<file path="src/rtl/video_timing_ctrl.sv">
// rtl/video_timing_ctrl.sv - raster timing generator with frame-buffer read requests and underflow tracking
module video_timing_ctrl #(
  parameter int H_ACTIVE = 1280,
  parameter int H_FP     = 110,
  parameter int H_SYNC   = 40,
  parameter int H_BP     = 220,
  parameter int V_ACTIVE = 720,
  parameter int V_FP     = 5,
  parameter int V_SYNC   = 5,
  parameter int V_BP     = 20,
  parameter bit HS_POL   = 1'b1,
  parameter bit VS_POL   = 1'b1
) (
  input  logic        video_clk,
  input  logic        rst_n,
  input  logic        enable,
  input  logic        fifo_empty,
  input  logic        clr_underflow,
  output logic        video_hs,
  output logic        video_vs,
  output logic        video_de,
  output logic        rd_req,
  output logic        frame_start,
  output logic        line_start,
  output logic [11:0] pix_x,
  output logic [11:0] pix_y,
  output logic        busy,
  output logic        underflow,
  output logic [15:0] underflow_cnt
);

  localparam int H_TOTAL  = H_SYNC + H_BP + H_ACTIVE + H_FP;
  localparam int V_TOTAL  = V_SYNC + V_BP + V_ACTIVE + V_FP;
  localparam int H_DE_BEG = H_SYNC + H_BP;
  localparam int H_DE_END = H_DE_BEG + H_ACTIVE;
  localparam int V_DE_BEG = V_SYNC + V_BP;
  localparam int V_DE_END = V_DE_BEG + V_ACTIVE;

  typedef enum logic [1:0] {IDLE, RUN, DRAIN} state_t;

  state_t      state_q;
  logic [11:0] h_cnt_q, v_cnt_q;
  logic [11:0] h_cnt_d, v_cnt_d;
  logic        hs_q, vs_q, de_q, fs_q, ls_q, busy_q, uf_q;
  logic [11:0] pix_x_q, pix_y_q;
  logic [15:0] uf_cnt_q;

  logic        running, line_end, frame_end, h_in, v_in;
  logic        hs_d, vs_d, de_d, fs_d, ls_d, uf_d;
  logic [11:0] pix_x_d, pix_y_d;
  logic [15:0] uf_cnt_d;
  logic [12:0] h_ext, v_ext;

  assign h_ext = {1'b0, h_cnt_q};
  assign v_ext = {1'b0, v_cnt_q};

  // Decode of the current counters; everything here is registered one cycle later.
  always_comb begin
    running   = (state_q != IDLE);
    line_end  = (h_cnt_q == 12'(H_TOTAL - 1));
    frame_end = line_end && (v_cnt_q == 12'(V_TOTAL - 1));
    h_in      = (h_ext >= 13'(H_DE_BEG)) && (h_ext < 13'(H_DE_END));
    v_in      = (v_ext >= 13'(V_DE_BEG)) && (v_ext < 13'(V_DE_END));
    de_d      = running && h_in && v_in;
    hs_d      = (running && (h_ext < 13'(H_SYNC))) ? HS_POL : ~HS_POL;
    vs_d      = (running && (v_ext < 13'(V_SYNC))) ? VS_POL : ~VS_POL;
    fs_d      = running && (h_cnt_q == 12'd0) && (v_cnt_q == 12'd0);
    ls_d      = running && (h_cnt_q == 12'd0);
    pix_x_d   = de_d ? (h_cnt_q - 12'(H_DE_BEG)) : 12'd0;
    pix_y_d   = de_d ? (v_cnt_q - 12'(V_DE_BEG)) : 12'd0;

    h_cnt_d = h_cnt_q + 12'd1;
    v_cnt_d = v_cnt_q;
    if (line_end) begin
      h_cnt_d = 12'd0;
      v_cnt_d = (v_cnt_q == 12'(V_TOTAL - 1)) ? 12'd0 : v_cnt_q + 12'd1;
    end

    // A fresh event beats a simultaneous clear so it is never lost.
    uf_d     = uf_q;
    uf_cnt_d = uf_cnt_q;
    if (rd_req && fifo_empty) begin
      uf_d     = 1'b1;
      uf_cnt_d = clr_underflow ? 16'd1 : ((uf_cnt_q == 16'hFFFF) ? 16'hFFFF : uf_cnt_q + 16'd1);
    end else if (clr_underflow) begin
      uf_d     = 1'b0;
      uf_cnt_d = 16'd0;
    end
  end

  always_ff @(posedge video_clk or negedge rst_n) begin
    if (!rst_n) begin
      state_q  <= IDLE;
      h_cnt_q  <= 12'd0;
      v_cnt_q  <= 12'd0;
      hs_q     <= ~HS_POL;
      vs_q     <= ~VS_POL;
      de_q     <= 1'b0;
      fs_q     <= 1'b0;
      ls_q     <= 1'b0;
      busy_q   <= 1'b0;
      uf_q     <= 1'b0;
      pix_x_q  <= 12'd0;
      pix_y_q  <= 12'd0;
      uf_cnt_q <= 16'd0;
    end else begin
      case (state_q)
        IDLE: begin
          h_cnt_q <= 12'd0;
          v_cnt_q <= 12'd0;
          if (enable) state_q <= RUN;
        end
        RUN, DRAIN: begin
          h_cnt_q <= h_cnt_d;
          v_cnt_q <= v_cnt_d;
          if (enable)         state_q <= RUN;
          else if (frame_end) state_q <= IDLE;
          else                state_q <= DRAIN;
        end
        default: state_q <= IDLE;
      endcase
      hs_q     <= hs_d;
      vs_q     <= vs_d;
      de_q     <= de_d;
      fs_q     <= fs_d;
      ls_q     <= ls_d;
      busy_q   <= running;
      uf_q     <= uf_d;
      pix_x_q  <= pix_x_d;
      pix_y_q  <= pix_y_d;
      uf_cnt_q <= uf_cnt_d;
    end
  end

  assign video_hs      = hs_q;
  assign video_vs      = vs_q;
  assign video_de      = de_q;
  assign rd_req        = de_q;
  assign frame_start   = fs_q;
  assign line_start    = ls_q;
  assign pix_x         = pix_x_q;
  assign pix_y         = pix_y_q;
  assign busy          = busy_q;
  assign underflow     = uf_q;
  assign underflow_cnt = uf_cnt_q;

endmodule

</file>
<file path="config.mk">
export PLATFORM = sky130hd
export DESIGN_NAME = video_timing_ctrl
export DESIGN_NICKNAME = d
export VERILOG_FILES = /design/src/rtl/video_timing_ctrl.sv
export SDC_FILE = /design/constraint.sdc
export NUM_CORES = 1
export LEC_CHECK = 0
export BUFFER_PORTS_ARGS = -buffer_cell sky130_fd_sc_hd__clkbuf_2
export CORE_MARGIN = 10
export CORE_UTILIZATION = 58
export DETAILED_ROUTE_END_ITERATION = 10
export PLACE_DENSITY = 0.8
export SLEW_MARGIN = 20
export SYNTH_ARGS = -nofsm -noshare
export SYNTH_HDL_FRONTEND = slang
export SYNTH_SLANG_ARGS = --single-unit
</file>
<file path="constraint.sdc">
create_clock -name video_clk -period 2.35 [get_ports video_clk]
set_input_delay 0.3525 -clock video_clk [delete_from_list [all_inputs] [get_ports video_clk]]
set_output_delay 0.3525 -clock video_clk [all_outputs]
set_load 0.02 [all_outputs]
</file>
---- Word-level counts from Yosys, hierarchy flattened ----
Index checks and enable logic that the tools add are counted.
word-level totals
  flip-flop bits (word level) ............. 73
  output and inout port bits .............. 48
  input port bits ......................... 5
  ROM bits ................................ 0
  latch bits .............................. 0
  memories ................................ 0
  bits in writable memories ............... 0
operators by class
  bitwise logic cells ..................... 0
  reductions and logical operators ........ 18
  shift operators ......................... 0
  equality and inequality tests ........... 7
  div/mod/pow operators ................... 0
  mux-type cells .......................... 19
  magnitude comparators ................... 6
  multipliers ............................. 0
  add/sub/neg operators ................... 5
operators with widths
  cell                   count
  $mux 16                4
  $mux 12                5
  $pmux 12 s2            2
  $add 12x1->12 const B  2
  $logic_not 12->1       2
  $add 16x1->16 const B  1
  $eq 16x16->1 const B   1
  $eq 12x10->1 const B   1
  $eq 12x11->1 const B   1
  $ge 12x5->1 const B    1
  $ge 12x9->1 const B    1
  $lt 12x10->1 const B   1
  $lt 12x11->1 const B   1
  $lt 12x3->1 const B    1
  $lt 12x6->1 const B    1
  $sub 12x5->12 const B  1
  $sub 12x9->12 const B  1
  $logic_and 1x1->1      10
  $mux 2                 3
  $reduce_bool 2->1      3
  $mux 1                 4
  $ne 2x2->1 const B     2
  $pmux 2 s2             1
  $eq 2x1->1 const B     1
  4 further kinds        4

---- Logic depth before layout (Yosys ltp) ----
Gate-level depths: netlist of the first run.
  depth after elaboration ................. 5
  depth in mapped cells ................... 7
  mapped depth without buffers ............ 6

---- Worst setup path before layout of the first run ----
Ideal clock, no wire load.
  path kind ............................... register -> register
  start ................................... register h_cnt_q[2]
  end ..................................... register h_cnt_q[2]
  required time ........................... 2.268 ns
  setup slack ............................. 0.507 ns
  period minus slack after synthesis ...... 1.843 ns
  arrival ................................. 1.761 ns
  cell stages (with the launch flop) ...... 8
  setup time .............................. 0.082 ns
  path through ............................ dfrtp_1 > inv_1 > ha_1 > and4bb_2 > a31oi_2 > clkbuf_2 > nand2_1 > o22ai_1
between the ends
  cells in the longest elaborated chain, start to end .. 3
  elaborated cells between the ends (all ways) .. 4
  those cells by class .................... add/sub: 1; eq/ne: 1; mux: 2
RTL lines
  element                                               RTL line  RTL
  from (decl)                                           42        logic [11:0] h_cnt_q, v_cnt_q;
  from (signal assigned)                                114       h_cnt_q <= h_cnt_d;
  $add 12x1->12 / $eq 12x11->1 (equally long branches)  72, 60
  $mux 12 *                                             74        if (line_end) begin
  $pmux 12 s2 *                                         107       case (state_q)
Every way passes the cells marked *; elsewhere a longest branch is shown, timed or not.
A chain may end at the register's enable or synchronous reset.

---- Worst setup path in the final report of the first run ----
  start ................................... register h_cnt_q[6]
  end ..................................... register pix_x_q[11], in the netlist pix_x[11]
between the ends
  cells in the longest elaborated chain, start to end .. 5
  elaborated cells between the ends (all ways) .. 7
  those cells by class .................... add/sub: 1; order compare: 2; mux: 1; reduce/logical: 3
RTL lines
  element                                             RTL line  RTL
  $ge 12x9->1 / $lt 12x11->1 (equally long branches)  62        h_in = (h_ext >= 13'(H_DE_BEG)) && (h_ext < 13'(H_DE_END));
  $logic_and 1x1->1                                   62
  $logic_and 1x1->1 (2 in a row)                      64        de_d = running && h_in && v_in;
  $mux 12 *                                           69        pix_x_d = de_d ? (h_cnt_q - 12'(H_DE_BEG)) : 12'd0;
  via pix_x_d[11]                                     50        logic [11:0] pix_x_d, pix_y_d;
  to (signal assigned)                                129       pix_x_q <= pix_x_d;
  to (decl)                                           45        logic [11:0] pix_x_q, pix_y_q;
Mark *: on every way through the listed nets, which the timed path passes. The rest lies on a longest branch.

==> qor.csv, run 1 <==
metric;value;unit
TNS Setup;0;ns
worst slew pin tran;0.808;ns
P&R area growth vs syn;13.0;%
hold_buf cts;0;
Num CTS Buffers;9;
Reg2Reg Depth;4;
Syn. warnings;0;
period utilization;92.7;%
Worst setup EP type;register;
Core ar.;6870;um2
clock buffer depth;2;
placed cells;548;
std cell rows;30;
Num Clock Sinks;73;
DR pass1 iterations;5;
Die ar.;11000;um2
IO Port Bufs;52;
Worst-Skew Late Latency;0.35;ns
Wirelength per Cell;17.4;um
P_sw;1.46;mW
Post-route DRC;0;
Filler Cell Count;542;
CTS tree;done;
Netlist cell types;58;
slowest stage delay, CP;0.71;ns
setup repair bufs after CTS;0;
vias in the first global route;3344;
crit path DAT;2.37;ns
worst rel slew slack;46.1;%
Iter 0 DRT Violations;283;
max cap viols;0;
Root Buffer Master;clkbuf_8;
Seq/Total Area, Yosys;43.9;%
Cell Pwr Density;815;nW/um2
crit-path max FO;25;
post-synth top area share;43.9;%
Worst-path clk slew;0.08;ns
mean area per synthesized cell;10.0;um2
Pint;2.36;mW
GR Overflow Total;0;
status;complete, no violations;
FF+latch count, synth;73;
post-placement cell area;4480;um2
RSZ-0062 raised after global routing;no;
Max stage delay cell, worst path;o2bb2ai_4;
CP required;2.54;ns
Resize count post-CTS;0;
I/O pins;53;
dominant cell type by area after synthesis;dfrtp_1;
# H-tree levels;3;
Synth async-reset ratio;100;%
cell area after layout;4700;um2
Layout Cells excl Fill;564;
EDFF count, synth;0;
Die W;105;um
Synth top cells by count;dfrtp_1 (73), nand2_1 (31), o21ai_0 (26), nor2_1 (23), nor3_2 (20);
largest net degree at the start of global routing;74;
Clock Skew;0.00934;ns
dominant cells by area after synthesis;dfrtp_1 (44%), nor3_2 (4.8%), ha_1 (4.2%), o21ai_0 (3.1%), nand2_1 (2.8%);
peak supply drop;0.709;mV
Fin. Hold Viols;0;
max-slew violation count;0;
FF-to-FF End;pix_x[11]$_DFF_PN0_;
Peak Freq;459;MHz
Net Sw Frac;38.2;%
Tmin final;2.18;ns
sequential power share;36.6;%
CP Class;register to register;
initial antenna violation count;0;
Primary FF master, synth;dfrtp_1;
Synth Cell Area;4160;um2
share of cells above drive strength 1;24.6;%
CP startpoint;h_cnt_q[6]$_DFFE_PN0P_;
chip height;105;um
drt total wl;9810;um
setup violators final;0;
global-route wire length before repair;16600;um
critical path launch point type;register;
Vias per Instance;6.00;
Leak;2.11;nW
# diodes;0;
DRT antenna net count;0;
Post-Syn Instances;415;
DP HPWL;6900;um
cell with the most instances after synthesis;dfrtp_1;
reg-to-reg setup timing slack;0.17;ns
hold crit path type;input port to asynchronous set/reset pin;
Clk pwr share;28.7;%
Comb pwr share;34.7;%
Reg2Reg Launch Point;h_cnt_q[6]$_DFFE_PN0P_;
Cell Chain, Critical Path;nor4_4 -> a21boi_0 -> o2bb2ai_4 -> nor3_1;
initial core utilization;60.5;%
GRT Total Usage;18.1;%
DR vias;3382;
nets;482;
syn nets;434;
gpl congestion;0.913;
per-stage QoR:
stage | hold slack (ns) | setup slack [ns] | utilization, % | total power, mW
2_1_floorplan | 0.0569 | 0.507 | - | 2.33
3_3_place_gp | 0.412 | 0.291 | 65.2 | 2.69
3_5_place_dp | 0.416 | 0.225 | 65.2 | 2.74
4_1_cts | 0.0321 | 0.176 | 68.4 | 3.84
5_1_grt | 0.0490 | 0.0532 | 68.4 | 4.04
6_report | 0.00832 | 0.172 | 68.4 | 3.83
how the worst max path moves through the flow:
stage / endpoint / slack (ns) / depth (start not counted)
after CTS: pix_x[11]$_DFF_PN0_ / 0.18 / 4
after detailed placement: pix_x[11]$_DFF_PN0_ / 0.23 / 4
after floorplan: h_cnt_q[2]$_DFFE_PN0P_ / 0.51 / 7
after global placement: pix_x[11]$_DFF_PN0_ / 0.29 / 4
final: pix_x[11]$_DFF_PN0_ / 0.17 / 4
after global routing: pix_x[11]$_DFF_PN0_ / 0.05 / 5
placed cells by master, fill, tap and decap left out, types with 3 or more instances in the layout:
| master | count |
|---|---|
| o31ai_1 | 6 |
| inv_1 | 17 |
| o221ai_1 | 9 |
| clkbuf_2 | 51 |
| a41oi_1 | 3 |
| nor2_1 | 23 |
| or2_2 | 3 |
| clkbuf_8 | 9 |
| nand3_1 | 15 |
| a31oi_1 | 12 |
| ha_1 | 14 |
| o21ai_0 | 26 |
| dfrtp_1 | 73 |
| nand4_1 | 8 |
| nand2b_1 | 7 |
| xor2_1 | 6 |
| and4_1 | 3 |
| nand2_1 | 31 |
| nor3_2 | 20 |
| and4b_1 | 5 |
| nor4_4 | 3 |
| nor4_1 | 3 |
| buf_4 | 11 |
| xnor2_1 | 10 |
| or3_1 | 7 |
| a21oi_1 | 13 |
| a211oi_1 | 11 |
| and3_1 | 6 |
| or4_1 | 4 |
| and3b_1 | 3 |
| nor3_1 | 17 |
state kept, by name (all words and copies together), names as in the netlist:
register and cells:
frame_start 1, underflow 1, pix_y 12, video_hs 1, rd_req 1, state_q 2, v_cnt_q 12, line_start 1
pix_x 12, busy 1, video_vs 1, underflow_cnt 16, h_cnt_q 12
power groups by stage:
stage | sequential [mW] | clock (mW) | combinational (mW)
after floorplan | 1.47 | 0 | 0.863
after global placement | 1.42 | 0 | 1.27
after detailed placement | 1.42 | 0 | 1.32
after CTS | 1.40 | 1.11 | 1.33
after global routing | 1.41 | 1.17 | 1.46
final | 1.40 | 1.10 | 1.33
worst max-delay path, delay by kind of cell, from the launching register on:
kind | cells | cell delay [ns]
flops | 1 | 0.50
simple gates | 2 | 0.55
compound gates | 2 | 0.95
routing by layer:
| layer | share of wire, % | vias up | GRT usage (%) |
|---|---|---|---|
| met5 | 0 | - | 0 |
| met4 | 1.9 | 0 | 7.35 |
| met3 | 6.3 | 17 | 4.79 |
| met2 | 48 | 112 | 28.6 |
| met1 | 44 | 1632 | 23.0 |
| li1 | - | 1621 | - |
cell type report:
| cell class | count | area [um2] | share of cell area [%] |
|---|---|---|---|
| multi-input cells | 297 | 2080 | 44.3 |
| flip-flops and latches | 73 | 1830 | 38.9 |
| repair buffers | 65 | 383 | 8.15 |
| clock buffers | 10 | 128 | 2.72 |
| well taps | 96 | 120 | 2.56 |
| clock inverters | 6 | 92.6 | 1.97 |
| inverters | 17 | 63.8 | 1.36 |
logic make-up (layout without fill, tap and decap cells):
group                    after synthesis  in the layout  share of synthesized area [%]
AND/OR/NAND/NOR                      173            173                           26.9
AO/OA/AOI/OAI                         93             93                           15.4
flip-flops                            73             73                           43.9
buffers and inverters                 45             98                           5.96
XOR/XNOR                              16             16                           3.37
adder cells (fa/ha/maj)               14             14                           4.21
multiplexers                           1              1                          0.241
Power figures use the tool's default switching activity.
==> inputs of run 2 (changes only) <==
--- a/config.mk
+++ b/config.mk
@@ -9,7 +9,7 @@
 export CORE_MARGIN = 10
 export CORE_UTILIZATION = 58
 export DETAILED_ROUTE_END_ITERATION = 10
-export PLACE_DENSITY = 0.8
+export PLACE_DENSITY = 0.88
 export SLEW_MARGIN = 20
 export SYNTH_ARGS = -nofsm -noshare
 export SYNTH_HDL_FRONTEND = slang
==> qor.csv, run 2 (synthesis gave the netlist of run 1 again) <==
metric;value;unit
status;complete, no violations;
CP Class;register to register;
Iter 0 DRT Violations;351;
DR pass1 iterations;5;
sequential power share;38.0;%
P&R area growth vs syn;12.2;%
cell area after layout;4660;um2
Leak;2.10;nW
Net Sw Frac;38.9;%
most frequent cells in the layout;dfrtp_1 (73), clkbuf_2 (51), nand2_1 (31), o21ai_0 (26), nor2_1 (23);
GR Overflow Total;0;
CP required;2.55;ns
global-route wire length before repair;16800;um
Num Clock Sinks;73;
worst slew pin tran;0.846;ns
post-placement cell area;4470;um2
gpl congestion;0.871;
chip height;105;um
setup repair bufs after CTS;0;
hold_buf cts;0;
Root Buffer Master;clkbuf_8;
Clk pwr share;26.4;%
Die ar.;11000;um2
I/O pins;53;
FF-to-FF End;pix_x[11]$_DFF_PN0_;
GRT Total Usage;18.2;%
clock buffer depth;2;
IO Port Bufs;52;
nets;481;
Cell Pwr Density;790;nW/um2
Fin. Hold Viols;0;
Die W;105;um
Worst-path clk slew;0.08;ns
initial core utilization;60.5;%
commonest non-fill, non-tap cell in the layout;dfrtp_1;
CTS tree;done;
Worst-Skew Late Latency;0.36;ns
DRT antenna net count;0;
Wirelength per Cell;17.4;um
crit-path max FO;25;
RSZ-0062 raised after global routing;no;
Comb pwr share;35.6;%
# diodes;0;
# H-tree levels;3;
largest net degree at the start of global routing;74;
share of cells above drive strength 1;24.6;%
critical path launch point type;register;
hold crit path type;input port to asynchronous set/reset pin;
Worst setup EP type;register;
Reg2Reg Depth;4;
drt total wl;9800;um
Num CTS Buffers;9;
max cap viols;0;
std cell rows;30;
max-slew violation count;0;
Tmin final;2.08;ns
Peak Freq;480;MHz
Largest register FFs;16;
Clock Skew;0.00584;ns
vias in the first global route;3367;
DR vias;3445;
Post-route DRC;0;
DP HPWL;6970;um
Vias per Instance;6.12;
Pint;2.25;mW
reg-to-reg setup timing slack;0.27;ns
setup violators final;0;
P_sw;1.43;mW
initial antenna violation count;0;
worst rel slew slack;43.5;%
Reg2Reg Launch Point;h_cnt_q[6]$_DFFE_PN0P_;
Core ar.;6870;um2
crit path DAT;2.28;ns
peak supply drop;0.599;mV
TNS Setup;0;ns
period utilization;88.6;%
run 2: cell count changes in the layout (fill, tap and decap cells not counted), sizes merged:
cell      delta
clkinv       +2
clkinvlp     -1
inv          +1
clkbuf       -1
buf          -1
bufinv       -1
run 2: through the flow:
step	setup slack, ns	hold slack [ns]	total power, mW	instances	util, %
finish	0.267	0.00405	3.68	563	67.9
global route	0.0617	0.0405	3.91	563	67.9
CTS	0.125	0.0303	3.69	563	67.9
detailed placement	0.198	0.412	2.72	547	65.0
global placement	0.281	0.410	2.67	547	65.0
floorplan	0.507	0.0569	2.33	415	-
run 2: worst max-delay path, cell delays in order (launching register included):
cell and delay, ns:
dfrtp_1 0.49, nor4_4 0.38, a21boi_1 0.19, o2bb2ai_4 0.72, nor3_1 0.14
run 2: metal layers:
metal  part of all wire (%)  track usage, %  vias up  wire length, um
met2                     49            29.4      132             4770
met4                    1.9            5.29        0              190
li1                       -               -     1623                -
met1                     43            23.3     1670             4250
met3                    6.1            4.98       20              595
met5                      0               0        -                0
run 2: power groups by stage:
stage          clock [mW]  combinational (mW)  sequential (mW)
2_1_floorplan           0               0.863             1.47
4_1_cts             0.985                1.31             1.40
6_report            0.973                1.31             1.40
3_5_place_dp            0                1.30             1.42
3_3_place_gp            0                1.25             1.42
5_1_grt              1.05                1.46             1.41
run 2: how the worst max path moves through the flow:
| stage | slack, ns | depth (start not counted) | end | startpoint |
|---|---|---|---|---|
| finish | 0.27 | 4 | pix_x[11]$_DFF_PN0_ | h_cnt_q[6]$_DFFE_PN0P_ |
| CTS | 0.13 | 5 | pix_x[10]$_DFF_PN0_ | h_cnt_q[3]$_DFFE_PN0P_ |
| global route | 0.06 | 4 | pix_x[10]$_DFF_PN0_ | h_cnt_q[6]$_DFFE_PN0P_ |
| floorplan | 0.51 | 7 | h_cnt_q[2]$_DFFE_PN0P_ | h_cnt_q[2]$_DFFE_PN0P_ |
| global placement | 0.28 | 4 | pix_y[11]$_DFF_PN0_ | h_cnt_q[6]$_DFFE_PN0P_ |
| detailed placement | 0.20 | 4 | pix_x[11]$_DFF_PN0_ | h_cnt_q[6]$_DFFE_PN0P_ |
run 2: final cells by class:
type | instances | area, um2
Tap cell | 96 | 120
Clock inverter | 7 | 70.1
Sequential cell | 73 | 1830
Fill cell | 516 | 2210
Inverter | 17 | 63.8
Timing Repair Buffer | 64 | 375
Multi-Input combinational cell | 297 | 2080
Clock buffer | 9 | 124
run 2: repair_timing:
action	in CTS	in global routing
gates resized for setup	0	1
setup endpoints to repair	0	5
hold endpoints to repair	0	0
